### config.mk
export PLATFORM = sky130hd
export DESIGN_NAME = fifo_uart_dumper
export DESIGN_NICKNAME = d
export VERILOG_FILES = /design/src/rtl/fifo_uart_dumper.sv
export SDC_FILE = /design/constraint.sdc
export NUM_CORES = 1
export LEC_CHECK = 0
export ABC_AREA = 0
export CAP_MARGIN = 15
export CORE_MARGIN = 2
export CORE_UTILIZATION = 49
export CTS_BUF_LIST = sky130_fd_sc_hd__clkbuf_4
export DETAILED_ROUTE_END_ITERATION = 10
export PLACE_DENSITY = 0.73
export SETUP_SLACK_MARGIN = 0.02
export SLEW_MARGIN = 10
export SYNTH_ARGS = -nofsm -noshare
export SYNTH_HDL_FRONTEND = slang
export SYNTH_SLANG_ARGS = --single-unit
### constraint.sdc
create_clock -name i_clk -period 2.5 [get_ports i_clk]
set_input_delay 0.5 -clock i_clk [delete_from_list [all_inputs] [get_ports i_clk]]
set_output_delay 0.5 -clock i_clk [all_outputs]
set_load 0.03 [all_outputs]
### src/rtl/fifo_uart_dumper.sv
// -----------------------------------------------------------------------------
// fifo_uart_dumper
//
// Purpose:
//   Drains the logic-analyzer capture FIFO one 32-bit sample word at a time.
//   Each word is serialised to the host as a 5-byte 8N1 UART frame:
//     SYNC_BYTE, i_data[31:24], i_data[23:16], i_data[15:8], i_data[7:0]
//
// Parameters:
//   CLKS_PER_BIT  clock cycles per UART bit (2..65535)
//   SYNC_BYTE     first byte of every frame
//
// Ports:
//   i_clk         system clock
//   i_rst_n       asynchronous active-low reset
//   i_enable      level; new frames may start only while high (sampled in IDLE)
//   i_available   FIFO not-empty flag
//   i_data        FIFO read data, valid one cycle after o_rd
//   o_rd          one-cycle FIFO read request
//   o_tx          UART line, idle high
//   o_busy        high from the POP cycle through the last stop bit
//   o_frame_done  one-cycle pulse after the last stop bit of a frame
//   o_frames      count of completed frames (wraps)
// -----------------------------------------------------------------------------
module fifo_uart_dumper #(
  parameter int unsigned CLKS_PER_BIT = 434,
  parameter logic [7:0]  SYNC_BYTE    = 8'hA5
) (
  input  logic        i_clk,
  input  logic        i_rst_n,
  input  logic        i_enable,
  input  logic        i_available,
  input  logic [31:0] i_data,
  output logic        o_rd,
  output logic        o_tx,
  output logic        o_busy,
  output logic        o_frame_done,
  output logic [15:0] o_frames
);

  // Bit timer width; a 2-cycle bit still needs one counter bit.
  localparam int unsigned CNT_W = (CLKS_PER_BIT > 2) ? $clog2(CLKS_PER_BIT) : 1;
  localparam logic [CNT_W-1:0] CNT_MAX = CNT_W'(CLKS_PER_BIT - 1);

  localparam logic [2:0] IDLE  = 3'd0;
  localparam logic [2:0] POP   = 3'd1;
  localparam logic [2:0] LATCH = 3'd2;
  localparam logic [2:0] START = 3'd3;
  localparam logic [2:0] DATA  = 3'd4;
  localparam logic [2:0] STOP  = 3'd5;
  localparam logic [2:0] DONE  = 3'd6;

  // Byte index 0 is the sync byte; 1..4 are the word bytes, MSB first.
  localparam logic [2:0] LAST_BYTE = 3'd4;

  logic [2:0]       state_q,    state_d;
  logic [CNT_W-1:0] baud_q,     baud_d;
  logic [2:0]       bit_q,      bit_d;
  logic [2:0]       byte_idx_q, byte_idx_d;
  logic [7:0]       shift_q,    shift_d;
  logic [31:0]      word_q,     word_d;
  logic [15:0]      frames_q,   frames_d;

  logic bit_end;
  assign bit_end = (baud_q == CNT_MAX);

  always_comb begin
    state_d    = state_q;
    baud_d     = baud_q;
    bit_d      = bit_q;
    byte_idx_d = byte_idx_q;
    shift_d    = shift_q;
    word_d     = word_q;
    frames_d   = frames_q;

    case (state_q)
      IDLE: begin
        if (i_enable && i_available) begin
          state_d = POP;
        end
      end

      POP: begin
        state_d = LATCH;
      end

      LATCH: begin
        // The FIFO word is only looked at here; it is queued behind the sync
        // byte, which goes straight into the bit shifter.
        word_d     = i_data;
        shift_d    = SYNC_BYTE;
        byte_idx_d = 3'd0;
        bit_d      = 3'd0;
        baud_d     = '0;
        state_d    = START;
      end

      START: begin
        if (bit_end) begin
          baud_d  = '0;
          bit_d   = 3'd0;
          state_d = DATA;
        end else begin
          baud_d = baud_q + 1'b1;
        end
      end

      DATA: begin
        if (bit_end) begin
          baud_d  = '0;
          shift_d = {1'b0, shift_q[7:1]};
          if (bit_q == 3'd7) begin
            state_d = STOP;
          end else begin
            bit_d = bit_q + 3'd1;
          end
        end else begin
          baud_d = baud_q + 1'b1;
        end
      end

      STOP: begin
        if (bit_end) begin
          baud_d = '0;
          if (byte_idx_q < LAST_BYTE) begin
            // Next byte comes from the top of the remaining word.
            byte_idx_d = byte_idx_q + 3'd1;
            shift_d    = word_q[31:24];
            word_d     = {word_q[23:0], 8'h00};
            state_d    = START;
          end else begin
            state_d = DONE;
          end
        end else begin
          baud_d = baud_q + 1'b1;
        end
      end

      DONE: begin
        frames_d = frames_q + 16'd1;
        state_d  = IDLE;
      end

      default: begin
        state_d = IDLE;
      end
    endcase
  end

  always_ff @(posedge i_clk or negedge i_rst_n) begin
    if (!i_rst_n) begin
      state_q    <= IDLE;
      baud_q     <= '0;
      bit_q      <= 3'd0;
      byte_idx_q <= 3'd0;
      shift_q    <= 8'h00;
      word_q     <= 32'h0;
      frames_q   <= 16'h0;
    end else begin
      state_q    <= state_d;
      baud_q     <= baud_d;
      bit_q      <= bit_d;
      byte_idx_q <= byte_idx_d;
      shift_q    <= shift_d;
      word_q     <= word_d;
      frames_q   <= frames_d;
    end
  end

  // Outputs decode directly from the state register so that an asserted
  // reset returns the line to idle without waiting for a clock edge.
  assign o_rd         = (state_q == POP);
  assign o_frame_done = (state_q == DONE);
  assign o_busy       = (state_q == POP)   || (state_q == LATCH) ||
                        (state_q == START) || (state_q == DATA)  ||
                        (state_q == STOP);
  assign o_tx         = (state_q == START) ? 1'b0 :
                        (state_q == DATA)  ? shift_q[0] : 1'b1;
  assign o_frames     = frames_q;

endmodule

# Word level (Yosys, flattened, before mapping)
# Cells that the tools add are included.
# totals
regBits,74
latch_bits,0
ramBits,0
rom_bits,0
out_inout_bits,20
wordCells,67
memories,0
# op_classes
n_addsub,4
mul,0
n_div,0
order_cmp,1
n_eq_ne,15
shifts,0
mux,25
bitwise_logic,0
n_reduce_logical,15
# ops
cell,n
2-to-1 mux 32 bit,2
case mux 32 bit (2 select lines),1
2-to-1 mux 3 bit,11
2-to-1 mux 8 bit,3
case mux 8 bit (3 select lines),1
case mux 3 bit (6 select lines),1
case mux 9 bit (2 select lines),1
"adder 16 x 1 -> 16 bit, second input constant",1
"!= test 2 bit, second input constant",7
"equality test 3 bit, second input constant",4
"adder 9 x 1 -> 9 bit, second input constant",1
"equality test 9 bit, second input constant",1
2-to-1 mux 9 bit,1
case mux 3 bit (3 select lines),1
AND reduction 4 bit,2
"adder 3 x 1 -> 3 bit, second input constant",2
"equality test 3 x 2 -> 1 bit, second input constant",2
case mux 3 bit (2 select lines),1
nonzero test 3 bit,2
AND reduction 5 bit,1
logical OR 1 bit,4
nonzero test 2 bit,2
"equality test 3 x 1 -> 1 bit, second input constant",1
zero test 3 bit,1
5 further kinds,6

# Logic depth before layout (Yosys ltp)
# Gate-level depths: netlist of the first run.
# depth
depth_word,5
depth_mapped,10
mapped_depth_nobuf,6

# Least setup slack after synthesis of the first run
# Ideal clock, no wire load.
# synth_path
path_kind,register -> output
startpoint,reg state_q[0]
endpoint,out o_rd
arrival_time_ns,1.708
setup_slack_ns,0.292
stages_incl_launch_ff,4
path_buffers,2
cell_sequence,dfrtp_1 buf_1 clkbuf_1 nor3b_1
# synth_between
elab_chain_cells,1
# synth_lines
element,line_no,rtl
start: declaration,56,"logic [2:0] state_q, state_d;"
start signal: assignment,160,state_q <= state_d;
equality test 3 x 1 -> 1 bit,172,assign o_rd = (state_q == POP);
end: declaration,34,"output logic o_rd,"
# Every way passes these cells.

# Final worst setup path of the first run
# layout_path
startpoint,reg state_q[0]
endpoint,out o_tx
# layout_between
elab_chain_cells,3
# layout_lines
element,line_no,rtl
equality test 3 bit,178,(state_q == DATA) ? shift_q[0] : 1'b1;
2-to-1 mux 1 bit,178,
2-to-1 mux 1 bit *,177,assign o_tx = (state_q == START) ? 1'b0 :
end: declaration,35,"output logic o_tx,"
# Every way passes the cells marked *; elsewhere a longest branch is shown, timed or not.

==> results of run 1 <==
==> logic make-up after synthesis <==
logic type | count (synthesis)
AND/OR/NAND/NOR | 91
flip-flops | 74
AO/OA/AOI/OAI | 57
multiplexers | 57
buffers and inverters | 31
XOR/XNOR | 18
adder cells (fa/ha/maj) | 6
==> path summary, 6_finish.rpt <==
| kind | start | to | cells past startpoint |
|---|---|---|---|
| max in group asynchronous | i_rst_n | word_q[11] | 2 |
| worst min-delay path | i_rst_n | o_frames[4] | 1 |
| min in group i_clk | o_frames[15] | o_frames[15] | 1 |
| worst max-delay path | state_q[0] | o_tx | 3 |
| worst min register to register | o_frames[15] | o_frames[15] | 1 |
| worst max register to register | baud_q[1] | byte_idx_q[1] | 7 |
==> per-stage QoR <==
stage | area [sq um] | utilization
finish | 4710 | 0.612
global route | 4710 | 0.612
CTS | 4710 | 0.612
detailed placement | 4540 | 0.591
global placement | 4540 | 0.591
floorplan | 3880 | -
==> worst reg2reg max path: stages (launching register included) <==
cell,delay (ps)
dfrtp_1,440
inv_1,90
ha_1,140
and4b_1,350
and2_4,290
a21o_1,210
buf_12,200
mux2_2,350
==> per-layer routing <==
| layer | vias to the layer above | part of all wire | track usage |
|---|---|---|---|
| li1 | 1338 | - | - |
| met1 | 1331 | 0.46 | 0.272 |
| met2 | 88 | 0.46 | 0.298 |
| met3 | 13 | 0.059 | 0.0604 |
| met4 | 0 | 0.018 | 0.0650 |
| met5 | - | 0 | 0 |
==> where the power goes <==
group	switching, mW	total, mW	internal, mW
sequential	0.0154	1.24	1.22
combinational	0.0453	0.141	0.0953
clock	0.454	0.870	0.416
==> final cells by class <==
type | count | area, sq um | share of cell area
timing repair buffer | 70 | 668 | 0.142
sequential | 74 | 1850 | 0.394
multi-input combinational | 229 | 1860 | 0.394
inverter | 9 | 33.8 | 0.00718
tap | 102 | 128 | 0.0271
clock buffer | 9 | 67.6 | 0.0144
clock inverter | 7 | 101 | 0.0215
==> state kept, by name, summed over array words and instances (netlist names) <==
signal and cells:
bit_q 3, state_q 3, baud_q 9, o_frames 16, byte_idx_q 3, word_q 32
shift_q 8
==> cell usage after synthesis (all sizes together) (7+ instances only) <==
master	n	area share
nor2	18	0.017
xor2	11	0.025
nand2	18	0.017
nand3	13	0.017
buf	13	0.028
xnor2	7	0.016
nand4	9	0.015
mux2	54	0.18
clkbuf	9	0.0087
inv	9	0.0087
a22o	10	0.023
a21oi	12	0.016
dfrtp	74	0.48
==> impl_metrics.toml, run 1 <==
[clock_tree]
cts_buffer_depth = 2
cts_root_buf = "clkbuf_4"
cts_sinks = 74
postCtsResizedCells = 4
clk_latency_ps = 420
cts_max_level = 3
cts_hold_buffers = 0
clkTransAtPathRegs_ps = 130
cts_buffers = 9
cts.repair_timing.setup_buffer_count = 0
cts_tree = "done"

[routing]
vias_per_cell = 5.54
routed_wl_um = 7620
drt_first_iter_violations = 238
first_pass_iters = 5
ant_nets = 0
routedWlPerCell_um = 15.2
drcViolationCount = 0
vias = 2770

[timing]
setup_tns_ps = 0
clock.fmax_mhz = 428
period_share = 0.935
holdWs_ps = 39.0
rsz0062_at_grt = "false"
setup_viol = 0
hold_viol = 0
max-slew-margin-rel = 0.637
fin_skew_ps = 14.4
min_period_ps = 2340
maxSlewViolCount = 0
worst_slew_pin_slew_ps = 545
setup_ws_ps = 161

[floorplan]
rows = 32
initial_core_util = 0.505
core_sq_mm = 0.00769
dieHeight_um = 93.0
dieArea_sq_mm = 0.00865
fp.dieW_um = 93.0
io_pins = 56

[final_layout]
n_antenna_cell = 0
layout_common_cells = "dfrtp_1 (74), clkdlybuf4s50_1 (50), mux2_2 (34)"
fin_nets = 435
instances_no_fill = 500
layout_commonest_cell = "dfrtp_1"
syn_to_final_growth_pct = 21.3
nFillCells = 637
drive_gt1_frac = 0.226

[power_and_ir_drop]
irDropWorstVdd_mv = 0.276
p_leak_nw = 2.13
powerDensity_mw_per_mm2 = 478
total_power_mw = 2.25

[global_routing]
grt_pass1_vias = 2797
globalRoute.totalOverflow = 0
antenna_found_initial = 0
grt_usage = 0.197
grt_pass1_wl_um = 13300
grt_max_degree = 42

[synthesis]
netlist_area_sq_mm = 0.00388
yosys.area_share.simple = 0.126
syn_area_per_cell_sq_um = 11.6
yosys.area_share.xor_xnor = 0.0406
synth_edf_count = 0
synth_seq_area_share = 0.477
yosys-mux-area-fraction = 0.184
netlist_instances = 334
synthAdderAreaFrac = 0.0193
synth_compound_gate_area_share = 0.107
syn-num-nets = 376
ys_ff_latch = 74
synth_top_family_by_area = "multiplexers"
synth.yosys.warnings = 0
ys.flop_type = "dfrtp_1"
synthArstFlopShare = 1.00
ys_types = 52

[worst_setup_path]
arrival_ps = 1840
crit_path_cell_trace = "nand2_1 > o32a_1 > dlygate4sd2_1"
critPathRequiredTime_ps = 2000
crit_path_top_delay_cell = "dfrtp_1"
critPathKind = "reg2out"
cp_top_family = "flip-flops"
worstSetupEndpointType = "output port"
start_kind = "register"
timing.critical_path.buf_inv = 1
regToRegSetupSlack_ps = 330
critPathMaxStageDelay_ps = 600
worstPathMaxFanout = 14

[placement]
place_ws_ps = 358
port_buffers = 55
routabilityCongestion = 0.822
placed_cells = 484
hpwl_um = 5360

[min_path]
hp-class = "in2async"

[flow_run]
drv_cap = 0

[run_status]
outcome = "finished, final reports clean"
Note: power is estimated with default switching activity, not from simulation.
==> run 2: changes to the inputs <==
--- a/config.mk
+++ b/config.mk
@@ -7,11 +7,13 @@
 export LEC_CHECK = 0
 export ABC_AREA = 0
 export CAP_MARGIN = 15
+export CELL_PAD_IN_SITES_DETAIL_PLACEMENT = 0
+export CELL_PAD_IN_SITES_GLOBAL_PLACEMENT = 1
 export CORE_MARGIN = 2
-export CORE_UTILIZATION = 49
+export CORE_UTILIZATION = 45
 export CTS_BUF_LIST = sky130_fd_sc_hd__clkbuf_4
 export DETAILED_ROUTE_END_ITERATION = 10
-export PLACE_DENSITY = 0.73
+export PLACE_DENSITY_LB_ADDON = 0.1
 export SETUP_SLACK_MARGIN = 0.02
 export SLEW_MARGIN = 10
 export SYNTH_ARGS = -nofsm -noshare
==> impl_metrics.toml, run 2 (same netlist as run 1, synthesis figures left out) <==
[run_status]
outcome = "finished, final reports clean"

[final_layout]
drive_gt1_frac = 0.226
instances_no_fill = 498
largest_reg_flops = 32
layout_common_cells = "dfrtp_1 (73), clkdlybuf4s50_1 (51), mux2_2 (34)"
fin_nets = 430
n_antenna_cell = 0
post-route-util = 0.564
syn_to_final_growth_pct = 20.6
layout_commonest_cell = "dfrtp_1"
largest_register = "word_q"
nFillCells = 732

[routing]
drcViolationCount = 0
vias = 2716
ant_nets = 0
drt_first_iter_violations = 142
first_pass_iters = 5
vias_per_cell = 5.45
routed_wl_um = 7620
routedWlPerCell_um = 15.3

[global_routing]
grt_pass1_wl_um = 13400
globalRoute.totalOverflow = 0
grt_usage = 0.177
grt_pass1_vias = 2714
antenna_found_initial = 0
grt_max_degree = 45

[worst_setup_path]
start_kind = "register"
timing.critical_path.buf_inv = 2
reg2reg_depth = 7
crit_path_top_delay_cell = "dfrtp_1"
cp_top_family = "flip-flops"
critPathRequiredTime_ps = 2000
cpMostUsedCell = "buf_4"
critPathKind = "reg2out"
regToRegSetupSlack_ps = 320
crit_path_cell_trace = "buf_4 > nand2b_2 > o32a_1 > buf_4"
arrival_ps = 1850
worstSetupEndpointType = "output port"
worstPathMaxFanout = 23
critPathMaxStageDelay_ps = 470
cp.depth = 4

[floorplan]
dieHeight_um = 96.9
rows = 33
fp.dieW_um = 96.9
core_sq_mm = 0.00830
io_pins = 56
dieArea_sq_mm = 0.00938
initial_core_util = 0.468

[timing]
clock.fmax_mhz = 426
setup_tns_ps = 0
min_period_ps = 2350
setup_viol = 0
period_share = 0.940
rsz0062_at_grt = "false"
fin_skew_ps = 12.5
hold_viol = 0
max-slew-margin-rel = 0.640
worst_slew_pin_slew_ps = 540
maxSlewViolCount = 0

[flow_run]
drv_cap = 0

[clock_tree]
cts_sinks = 74
cts_max_level = 3
cts_root_buf = "clkbuf_4"
cts_buffers = 9
cts_tree = "done"
cts.repair_timing.setup_buffer_count = 0
clk_latency_ps = 420
clkTransAtPathRegs_ps = 130
cts_buffer_depth = 2

[placement]
placed_cells = 482
port_buffers = 55
hpwl_um = 5190
routabilityCongestion = 0.785

[min_path]
hp-class = "in2async"

[power_and_ir_drop]
p_leak_nw = 2.10
powerDensity_mw_per_mm2 = 473
irDropWorstVdd_mv = 0.231
==> run 2: cell count changes in the layout (fill, tap and decap cells not counted), sizes merged <==
cell,before,now
inv,11,9
buf,16,13
clkinv,3,4
dlygate4sd2,4,1
clkdlybuf4s50,50,51
clkinvlp,0,1
==> run 2: repair_timing <==
| action | CTS | global route |
|---|---|---|
| pin swaps | 0 | 0 |
| resized for setup | 1 | 2 |
| hold buffers | 0 | 0 |
| endpoints found under the setup margin | 1 | 2 |
==> run 2: power by group <==
group | leakage [nW] | internal, mW | switching [mW]
sequential | 0.903 | 1.22 | 0.0152
combinational | 1.11 | 0.0953 | 0.0431
clock | 0.0835 | 0.404 | 0.431
total | 2.10 | 1.72 | 0.490
==> run 2: worst paths after layout <==
kind	start	end
worst max-delay path	state_q[1]	o_tx
worst min-delay path	i_rst_n	baud_q[4]
worst max register to register	baud_q[1]	word_q[8]
max in group asynchronous	i_rst_n	word_q[16]
worst min register to register	o_frames[15]	o_frames[15]
min in group i_clk	o_frames[15]	o_frames[15]
==> run 2: layout make-up <==
class / count / area (sq um) / share of cell area
Multi-Input combinational cell: 229 / 1860 / 0.397
Sequential cell: 74 / 1850 / 0.396
Timing Repair Buffer: 65 / 642 / 0.137
Tap cell: 105 / 131 / 0.0281
Clock inverter: 7 / 93.8 / 0.0201
Clock buffer: 9 / 67.6 / 0.0144
Inverter: 9 / 33.8 / 0.00722
==> run 2: metrics by stage <==
step	area (sq um)	power (mW)	hold WS [ps]	setup WS [ps]
finish	4680	2.21	14.6	150
global route	4680	2.32	8.15	32.5
CTS	4680	2.25	10.4	77.6
detailed placement	4520	1.40	458	364
global placement	4520	1.40	458	438
floorplan	3880	1.31	204	292
==> run 2: per-layer routing <==
layer | global-route usage | wire, um
met5 | 0 | 0
met2 | 0.262 | 3370
met3 | 0.0397 | 332
met4 | 0.0791 | 163
met1 | 0.247 | 3750
==> run 3: changes to the inputs <==
--- a/config.mk
+++ b/config.mk
@@ -5,7 +5,6 @@
 export SDC_FILE = /design/constraint.sdc
 export NUM_CORES = 1
 export LEC_CHECK = 0
-export ABC_AREA = 0
 export CAP_MARGIN = 15
 export CELL_PAD_IN_SITES_DETAIL_PLACEMENT = 0
 export CELL_PAD_IN_SITES_GLOBAL_PLACEMENT = 1
==> results of run 3 <==
The final DEF is identical to that of run 2; final timing and power are the same.
==> variant: new RTL, settings of run 2 <==
`CLKS_PER_BIT`: 434 -> 868.
--- a/src/rtl/fifo_uart_dumper.sv
+++ b/src/rtl/fifo_uart_dumper.sv
@@ -23,7 +23,7 @@
 //   o_frames      count of completed frames (wraps)
 // -----------------------------------------------------------------------------
 module fifo_uart_dumper #(
-  parameter int unsigned CLKS_PER_BIT = 434,
+  parameter int unsigned CLKS_PER_BIT = 868,
   parameter logic [7:0]  SYNC_BYTE    = 8'hA5
 ) (
   input  logic        i_clk,
Check against the original RTL: no difference found for any inputs over 10 cycles, from zero or initial values and one cycle with i_rst_n low; that may be too few to reach the edited logic, so the function may still have changed.
==> variant against run 2 <==
Critical path type unchanged. Register-to-register slack got worse by 0.02 ns. Total power shrank 3.7%. Synthesized area shrank 2.4%. Routed wire length is 6.1% lower. Clock power shrank 11%. Sequential share of layout area up 0.97 points. Setup slack better by 0.083 ns. Critical path depth did not move. Maximum frequency is 3.7% higher. Sequential cell count is 1 higher. Design area fell by 1.1%.
==> variant: results (changes against run 2) <==
synth-xor-area-share_pct: 5.78  # +1.7 points
grtUsageMet2_pct: 27.0  # +0.81 points
hpwl_mm: 4.99  # -3.9%
syn-num-nets: 348  # -7.4%
use_met1_pct: 24.3  # -0.36 points
postCtsSetupRepairBufs: 0  # unchanged
p_switching_w: 0.000495  # +1.2%
fillers: 705  # -3.7%
ys_seq_area_share_pct: 49.6  # +1.8 points
port_buffers: 55  # unchanged
ys_top_cells_by_count: "dfrtp_1 (75), mux2_2 (36), mux2_4 (21)"
hp-class: "in -> async"
antenna_cells: 0  # unchanged
grt_pass1_wl_mm: 12.3  # -8.1%
synthArstFlopShare_pct: 100  # unchanged
use_met3_pct: 3.37  # -0.61 points
post_drt_wl_per_cell_um: 15.0  # -2.1%
clkTransAtPathRegs_ns: 0.12
status: "completed"
dpl_cell_area_sq_mm: 0.00450  # -0.44%
grtUsageTotal_pct: 17.5  # -0.19 points
irDropWorstVdd_v: 0.000231  # about the same
cpMaxStageDelayCell: "dfrtp_1"
muxShareOfSynthArea_pct: 20.4  # +2.0 points
grt_antenna_before_repair: 0  # unchanged
cts_buffer_depth: 2  # unchanged
arrival_ns: 1.77  # -0.08 ns
yosys_warnings: 0  # unchanged
gp_congestion: 0.773  # -1.6%
final_nets: 410  # -4.7%
leakagePower_nw: 2.14  # +1.9%
top_register: "word_q"
synth.area.top_cells: "dfrtp_1 (50%), mux2_2 (11%), mux2_4 (8.3%), xnor2_1 (3.5%), a22o_1 (3.2%)"
slowest_delay_ns: 0.52  # +0.05 ns
maxSlewHeadroom_pct: 63.7  # -0.32 points
dr.pass1.iters: 4  # -1
htreeDepth: 3  # unchanged
drive_above_1_share_pct: 24.4  # +1.8 points
netlist-cell-type-count: 47  # -9.6%
cp_max_fo: 9  # -61%
drtIter0Drc: 68  # -52%
largest_reg_flops: 32  # unchanged
finClkSkew_ns: 0.0184  # +0.00589 ns
cts_made_buffers: 9  # unchanged
cts_root_buf: "clkbuf_4"
synthAdderAreaFrac_pct: 1.65  # -0.28 points
postCtsResizedCells: 3  # +2
insertion_delay_ns: 0.41
synth_compound_area_share_pct: 7.77  # -2.9 points
grt_pass1_vias: 2509  # -7.6%
routed_via_density: 5.22  # -4.3%
grt_max_degree: 40  # -11%
[variant: kinds of logic (layout without fill, tap and decap cells)]
kind of cell / count (synthesis) / after routing
DFF: 75 / 75
xor gates and xnor gates: 25 / 25
adders and majority gates: 5 / 5
muxes: 62 / 62
buffers and inverters: 20 / 86
AOI/OAI and AO/OA: 36 / 36
and+or+nand+nor: 84 / 84
[variant: path summary, 6_finish.rpt]
check	cells after the start	endpoint	slack, ns	start
setup / recovery	4	o_tx	0.23	state_q[0]$_DFFE_PN0P_
hold / removal	1	baud_q[5]$_DFFE_PN0P_	0.04	i_rst_n
setup reg to reg	5	shift_q[2]$_DFFE_PN0P_	0.30	baud_q[1]$_DFFE_PN0P_
hold reg to reg	1	o_frames[15]$_DFFE_PN0P_	0.49	o_frames[15]$_DFFE_PN0P_
max in group asynchronous	2	shift_q[6]$_DFFE_PN0P_	1.88	i_rst_n
min in group i_clk	1	o_frames[15]$_DFFE_PN0P_	0.49	o_frames[15]$_DFFE_PN0P_
[variant: metal layers]
| layer | wire length, um | vias up |
|---|---|---|
| met5 | 0 | - |
| met4 | 95 | 0 |
| met3 | 221 | 10 |
| met2 | 3310 | 40 |
| met1 | 3540 | 1211 |
| li1 | - | 1235 |
[variant: worst max-delay path, delay by kind of cell (launching register included)]
family	cells	cell delay (ns)
flops	1	0.52
simple gates	2	0.36
buf+inv	1	0.35
compound gates	1	0.14
[variant: layout make-up]
type / instances / area, sq um / share of cell area, %
multi-input cells: 212 / 1800 / 38.8
clock inverters: 6 / 63.8 / 1.38
inverters: 4 / 15.0 / 0.325
flip-flops and latches: 75 / 1880 / 40.6
clock buffers: 9 / 67.6 / 1.46
repair buffers: 67 / 674 / 14.6
well taps: 105 / 131 / 2.84
[variant: per-stage QoR]
| step | instances | setup slack [ns] |
|---|---|---|
| 3_5_place_dp | 463 | 0.342 |
| 6_report | 478 | 0.233 |
| 3_3_place_gp | 463 | 0.369 |
| 4_1_cts | 478 | 0.0201 |
| 2_1_floorplan | 307 | 0.433 |
| 5_1_grt | 478 | 0.0707 |
[variant: power groups by stage]
stage               sequential (W)  combinational (W)  clock, W
floorplan                  0.00127          0.0000518         0
global route               0.00126           0.000151  0.000822
finish                     0.00125           0.000136  0.000739
CTS                        0.00125           0.000141  0.000765
global placement           0.00128           0.000137         0
detailed placement         0.00128           0.000141         0
